`config.mk`:
```
export PLATFORM = sky130hd
export DESIGN_NAME = adder_operand_packer
export DESIGN_NICKNAME = d
export VERILOG_FILES = /design/src/rtl/adder_operand_packer.sv
export SDC_FILE = /design/constraint.sdc
export NUM_CORES = 1
export LEC_CHECK = 0
export CORE_MARGIN = 4
export CORE_UTILIZATION = 49
export CTS_BUF_LIST = sky130_fd_sc_hd__clkbuf_4 sky130_fd_sc_hd__clkbuf_8
export CTS_CLUSTER_SIZE = 12
export DETAILED_ROUTE_END_ITERATION = 7
export PLACE_DENSITY = 0.82
export SETUP_SLACK_MARGIN = 0.5
export SLEW_MARGIN = 20
export SYNTH_ARGS = -nofsm -noshare
export SYNTH_HDL_FRONTEND = slang
export SYNTH_SLANG_ARGS = --single-unit
```
`constraint.sdc`:
```
create_clock -name clk -period 5.2 [get_ports clk]
set_input_delay 0.52 -clock clk [delete_from_list [all_inputs] [get_ports clk]]
set_output_delay 0.52 -clock clk [all_outputs]
set_load 0.05 [all_outputs]
```
`src/rtl/adder_operand_packer.sv`:
```
// Packs a serial stream of signed products into one NUM_INPUTS-word window for the
// pipelined adder tree, zero-pads short windows and tracks windows awaiting results.
module adder_operand_packer #(
  parameter int bitsize     = 14,
  parameter int NUM_INPUTS  = 27,
  parameter int MAX_PENDING = 8,
  parameter int PEND_W      = 4
) (
  input  logic                          clk,
  input  logic                          rst,
  input  logic [bitsize-1:0]            in_data,
  input  logic                          in_valid,
  input  logic                          in_last,
  output logic                          in_ready,
  output logic [NUM_INPUTS*bitsize-1:0] input_numbers,
  output logic                          start_adder,
  input  logic                          adder_valid,
  output logic [PEND_W-1:0]             pending,
  output logic                          idle,
  output logic                          short_window,
  output logic                          overflow_err
);

  localparam int CNT_W = $clog2(NUM_INPUTS);
  localparam logic [CNT_W-1:0]  LAST_SLOT = CNT_W'(NUM_INPUTS - 1);
  localparam logic [PEND_W-1:0] PEND_MAX  = PEND_W'(MAX_PENDING);

  logic [CNT_W-1:0]   cnt_q, cnt_d;
  logic [bitsize-1:0] slot_q [NUM_INPUTS];
  logic [bitsize-1:0] slot_d [NUM_INPUTS];
  logic               start_q, start_d;
  logic               short_q, short_d;
  logic               ovf_q, ovf_d;
  logic [PEND_W-1:0]  pend_q, pend_d;
  logic               accept_s;
  logic               close_s;

  assign in_ready = (pend_q < PEND_MAX);
  assign accept_s = in_valid & in_ready;
  assign close_s  = accept_s & (in_last | (cnt_q == LAST_SLOT));

  // Next-state: slot writes with zero-fill above the closing slot, and pending bookkeeping
  always_comb begin
    cnt_d   = cnt_q;
    slot_d  = slot_q;
    start_d = 1'b0;
    short_d = 1'b0;
    pend_d  = pend_q;
    ovf_d   = ovf_q;
    if (accept_s) begin
      slot_d[cnt_q] = in_data;
      if (close_s) begin
        for (int i = 0; i < NUM_INPUTS; i++) begin
          slot_d[i] = (CNT_W'(i) > cnt_q) ? '0 : slot_d[i];
        end
        cnt_d   = '0;
        start_d = 1'b1;
        short_d = (cnt_q != LAST_SLOT);
      end else begin
        cnt_d = cnt_q + CNT_W'(1);
      end
    end else begin
      cnt_d = cnt_q;
    end
    // A start and a returned result in the same cycle cancel out
    case ({start_q, adder_valid})
      2'b10: pend_d = pend_q + PEND_W'(1);
      2'b01: begin
        if (pend_q == '0) begin
          ovf_d = 1'b1;
        end else begin
          pend_d = pend_q - PEND_W'(1);
        end
      end
      default: pend_d = pend_q;
    endcase
  end

  // State registers with synchronous reset; a partial window is simply dropped
  always_ff @(posedge clk) begin
    if (rst) begin
      cnt_q   <= '0;
      start_q <= 1'b0;
      short_q <= 1'b0;
      ovf_q   <= 1'b0;
      pend_q  <= '0;
      for (int i = 0; i < NUM_INPUTS; i++) begin
        slot_q[i] <= '0;
      end
    end else begin
      cnt_q   <= cnt_d;
      start_q <= start_d;
      short_q <= short_d;
      ovf_q   <= ovf_d;
      pend_q  <= pend_d;
      for (int i = 0; i < NUM_INPUTS; i++) begin
        slot_q[i] <= slot_d[i];
      end
    end
  end

  for (genvar g = 0; g < NUM_INPUTS; g++) begin : g_pack
    assign input_numbers[g*bitsize +: bitsize] = slot_q[g];
  end

  assign start_adder  = start_q;
  assign short_window = short_q;
  assign overflow_err = ovf_q;
  assign pending      = pend_q;
  assign idle         = (cnt_q == '0) && (pend_q == '0);

endmodule

```
* Word-level counts from Yosys, hierarchy flattened *
Index checks and enable logic that the tools add are counted.

storage, ports and cells
  bits in registers = 390
  output and inout bits = 387
  bits of input ports = 19

operators by class
  magnitude comparators = 30
  reduce and logical (&&, ||, !) cells = 9
  muxes and demuxes = 35
  bitwise operators = 6
  $add $sub $neg = 3
  eq/ne operators = 5

operator list
  cell                                                          count
  2-to-1 mux 14 bit                                             28
  bitwise mux 378 bit                                           1
  2-to-1 mux 378 bit                                            1
  demux 14 bit (select 5 bit)                                   1
  greater-than comparator 5 bit, first input constant           11
  greater-than comparator 4 x 5 -> 1 bit, first input constant  8
  greater-than comparator 3 x 5 -> 1 bit, first input constant  4
  greater-than comparator 1 x 5 -> 1 bit, first input constant  2
  greater-than comparator 2 x 5 -> 1 bit, first input constant  2
  case mux 4 bit (2 select lines)                               1
  >= comparator 6 bit, second input constant                    1
  < comparator 6 x 1 -> 1 bit, second input constant            1
  NOT 5 -> 6 bit                                                1
  adder 5 x 1 -> 5 bit, second input constant                   1
  equality test 5 bit, second input constant                    1
  zero test 5 bit                                               1
  2-to-1 mux 5 bit                                              1
  != test 5 bit, second input constant                          1
  adder 4 x 1 -> 4 bit, second input constant                   1
  zero test 4 bit                                               1
  < comparator 4 bit, second input constant                     1
  2-to-1 mux 4 bit                                              1
  AND reduction 2 bit                                           2
  subtractor 4 x 1 -> 4 bit, second input constant              1
  other kinds (11)                                              14

* Depth between registers and ports, before layout *
  depth in word-level cells = 8
  depth in mapped cells = 9

* Worst setup path before layout *
Ideal clock, no wire load.

  path type = register to output
  start point = reg pend_q[3], in the netlist pending[3]
  end point = out idle
  stages on the path, launching flop included = 4
  data required time = 4680 ps
  buffers on the path = 1
  setup slack = 3016 ps
  arrival = 1664 ps
  path through = dfxtp_1 clkbuf_1 nor4_1 and3_1

on the way
  word-level cells in the longest chain between the ends = 2

RTL lines
  item                    RTL line  text
  start, declared         34        logic [PEND_W-1:0] pend_q, pend_d;
  start signal, assigned  95        pend_q <= pend_d;
  zero test 4 bit         110       assign idle = (cnt_q == '0) && (pend_q == '0);
  logical AND 1 bit       110
  end, declared           19        output logic idle,

Every way passes these cells.

* Worst setup path after layout *
  start point = reg cnt_q[0]
  end point = out idle

on the way
  word-level cells in the longest chain between the ends = 2

RTL lines
  item                    RTL line  text
  start, declared         28        logic [CNT_W-1:0] cnt_q, cnt_d;
  start signal, assigned  91        cnt_q <= cnt_d;
  zero test 5 bit         110
  logical AND 1 bit       110

Every way passes these cells.

==> summary.md <==
| Metric | Value |
|---|---|
| Row cnt | `62` |
| Die width | `180 um` |
| Arr. time, crit path | `2.89 ns` |
| DR vias/cell | `5.48` |
| # diodes | `0` |
| Post-synth top area cell | `dfxtp_1` |
| H-tree levels | `2` |
| Mapped Cells | `1850` |
| Final setup fails | `0` |
| Post-synth cell types | `58` |
| Ports | `406` |
| Placed Cells | `2494` |
| Starting Density | `50.2%` |
| CP required | `4.68 ns` |
| Run status | `complete, no violations` |
| Fmax | `294 MHz` |
| CTS Buf Count | `61` |
| CTS Sinks | `390` |
| Tmin final | `3.41 ns` |
| Antenna viol nets, final | `0` |
| Share of cells above drive strength 1 | `6.98%` |
| WL final | `52.2 mm` |
| Final Max Slew Viols | `0` |
| Largest cells by area after synthesis | `dfxtp_1 (54%), nand2_1 (19%), a21oi_1 (12%)` |
| Final Wtd Congestion | `0.851` |
| Ys flop type | `dfxtp_1` |
| Crit Path Class | `reg2out` |
| Mapped Area | `0.0145 mm^2` |
| Number of global-route vias before repair | `13741` |
| RSZ-0062 raised after global routing | `false` |
| Startpoint types | `flip-flop` |
| GRT overflow | `0` |
| TritonCTS clock tree | `yes` |
| Setup Buffers After CTS | `0` |
| Via count | `14198` |
| Layout Skew | `0.0340 ns` |
| Deepest clock path buffer count | `3` |
| Pin count of the biggest net entering global routing | `37` |
| CP Capture Type | `output port` |
| Buffers on Ports | `405` |
| PwrDens | `310 mW/mm^2` |
| Nets@finish | `2197` |
| Worst Hold Class | `reg2reg` |
| Core Box Area | `0.0289 mm^2` |
| CTS root buf | `clkbuf_8` |
| Net Count, Synth | `1874` |
| GRT Overall Usage | `30.4%` |
| Die ar. | `0.0325 mm^2` |
| CTS clock-pin slew for the worst setup and hold paths | `0.07 ns` |
| Ys Warns | `0` |
| Post-cts gate resize count | `0` |
| Hold Violations, Final | `0` |
| Fin crit share | `65.5%` |
| EDFF count, synth | `0` |
| Area added between synthesis and finish | `34.8%` |
| Final HPWL DP | `33.9 mm` |
| Post-route setup TNS | `0 ns` |
| Clk_lat worst skew | `0.62 ns` |
| P_leak | `6.27 nW` |
| Worst-margin pin slew | `1.12 ns` |
| Die Y | `180 um` |
| Final core occ | `67.7%` |
| Top-area cell type share of the netlist area | `53.8%` |
| Wire length per cell | `20.2 um` |
| First-pass GRT wire length | `79.6 mm` |
| Slew margin rel. | `25.6%` |
| DR pass1 iterations | `5` |
| FFs w/ async S/R, synth | `0%` |
| Syn Area/Cell | `7.85 um^2` |
| Crit Path Max Fanout | `13` |
| Initial antenna violation count | `1` |
| Maxcap violations | `0` |
| Cts-stage hold buffer count | `0` |
| Initial drt markers | `1089` |
| Peak supply drop | `0.265 mV` |
| Seq/Total Area, Yosys | `53.8%` |
| DRC violations left | `0` |
| Layout Cells excl Fill | `2590` |
| Seq cells post-synth | `390` |
stage by stage:
stage | hold slack [ns] | area (um^2) | setup slack (ns) | total power, mW
after floorplan | 0.603 | 14500 | 3.02 | 3.36
after global placement | 0.440 | 18400 | 1.59 | 3.51
after detailed placement | 0.445 | 18400 | 1.49 | 3.51
after CTS | 0.453 | 19600 | 1.79 | 6.08
after global routing | 0.469 | 19600 | 1.68 | 6.25
final | 0.452 | 19600 | 1.79 | 6.07
flip-flops by register name, indices dropped and copies added, names as in the netlist:
name and flops:
input_numbers 378, overflow_err 1, cnt_q 5, pending 4
start_adder 1, short_window 1
critical path: stages (launching register included):
cell and delay, ns:
dfxtp_1 0.42, inv_1 0.13, ha_1 0.57, and3_1 0.28, clkdlybuf4s50_1 0.87
synth_stat cells, types with 2 or more instances:
cell / instances
a211oi_1: 2
a21o_1: 12
a21oi_1: 362
a21oi_2: 10
a31oi_1: 2
a32oi_1: 2
and3_1: 2
and3b_1: 3
buf_1: 11
buf_2: 53
buf_4: 7
clkbuf_1: 77
dfxtp_1: 390
ha_1: 5
inv_1: 7
mux2i_1: 14
nand2_1: 734
nand2b_1: 3
nand3_1: 28
nand3b_1: 7
nand4b_1: 2
nor2_1: 41
nor2_2: 9
nor2_4: 4
nor2b_1: 2
nor3_1: 5
nor3b_2: 2
nor4_1: 3
o211ai_1: 2
o21ai_0: 7
o21ai_1: 7
o31ai_1: 2
o31ai_2: 4
or3_1: 2
or3b_4: 2
xnor2_1: 3
worst paths after layout:
kind / from / to / slack (ns) / depth (start not counted)
setup / recovery: cnt_q[0] / idle / 1.79 / 4
hold / removal: input_numbers[374] / input_numbers[374] / 0.45 / 2
setup reg to reg: cnt_q[0] / input_numbers[26] / 1.95 / 5
hold reg to reg: input_numbers[374] / input_numbers[374] / 0.45 / 2
cell usage in the layout (no fill, tap or decap), drive strengths merged, types with 6 or more instances in the layout:
cell | synthesis | layout
nand2 | 734 | 734
o21ai | 15 | 15
clkdlybuf4s50 | 0 | 391
dfxtp | 390 | 390
a21o | 12 | 12
clkbuf | 78 | 86
nor2 | 54 | 54
a21oi | 372 | 372
o31ai | 6 | 6
buf | 72 | 19
nand3 | 28 | 28
mux2i | 14 | 14
inv | 7 | 9
nand3b | 9 | 9
nor3 | 6 | 6
power by group:
part	total (mW)	switching (mW)	leakage [nW]	internal, mW
sequential	3.03	0.0222	3.14	3.01
clock	2.61	1.15	0.639	1.46
combinational	0.426	0.330	2.49	0.0956
routing by layer:
layer | global-route usage [%] | vias up | part of all wire, %
met5 | 0 | - | 0.025
met4 | 10.4 | 2 | 3.3
met3 | 9.85 | 124 | 10
met2 | 51.3 | 703 | 47
met1 | 36.9 | 6716 | 39
li1 | - | 6653 | -
cell families (layout without fill, tap and decap cells):
kind of cell | Yosys count | after routing | synth area share (%)
simple gates | 858 | 858 | 24.0
compound gates | 423 | 423 | 15.9
flops | 390 | 390 | 53.8
buf+inv | 157 | 513 | 4.77
mux | 14 | 14 | 0.965
fa+ha+maj | 5 | 5 | 0.431
xor+xnor | 3 | 3 | 0.181
layout make-up:
cell class              instances  area (um^2)
fillers                      2276         9360
flip-flops and latches        390         7810
multi-input cells            1303         6030
repair buffers                410         4020
clock buffers                  86         1070
well taps                     384          480
clock inverters                10          135
inverters                       7         26.3
(Power assumes the default switching activity.)
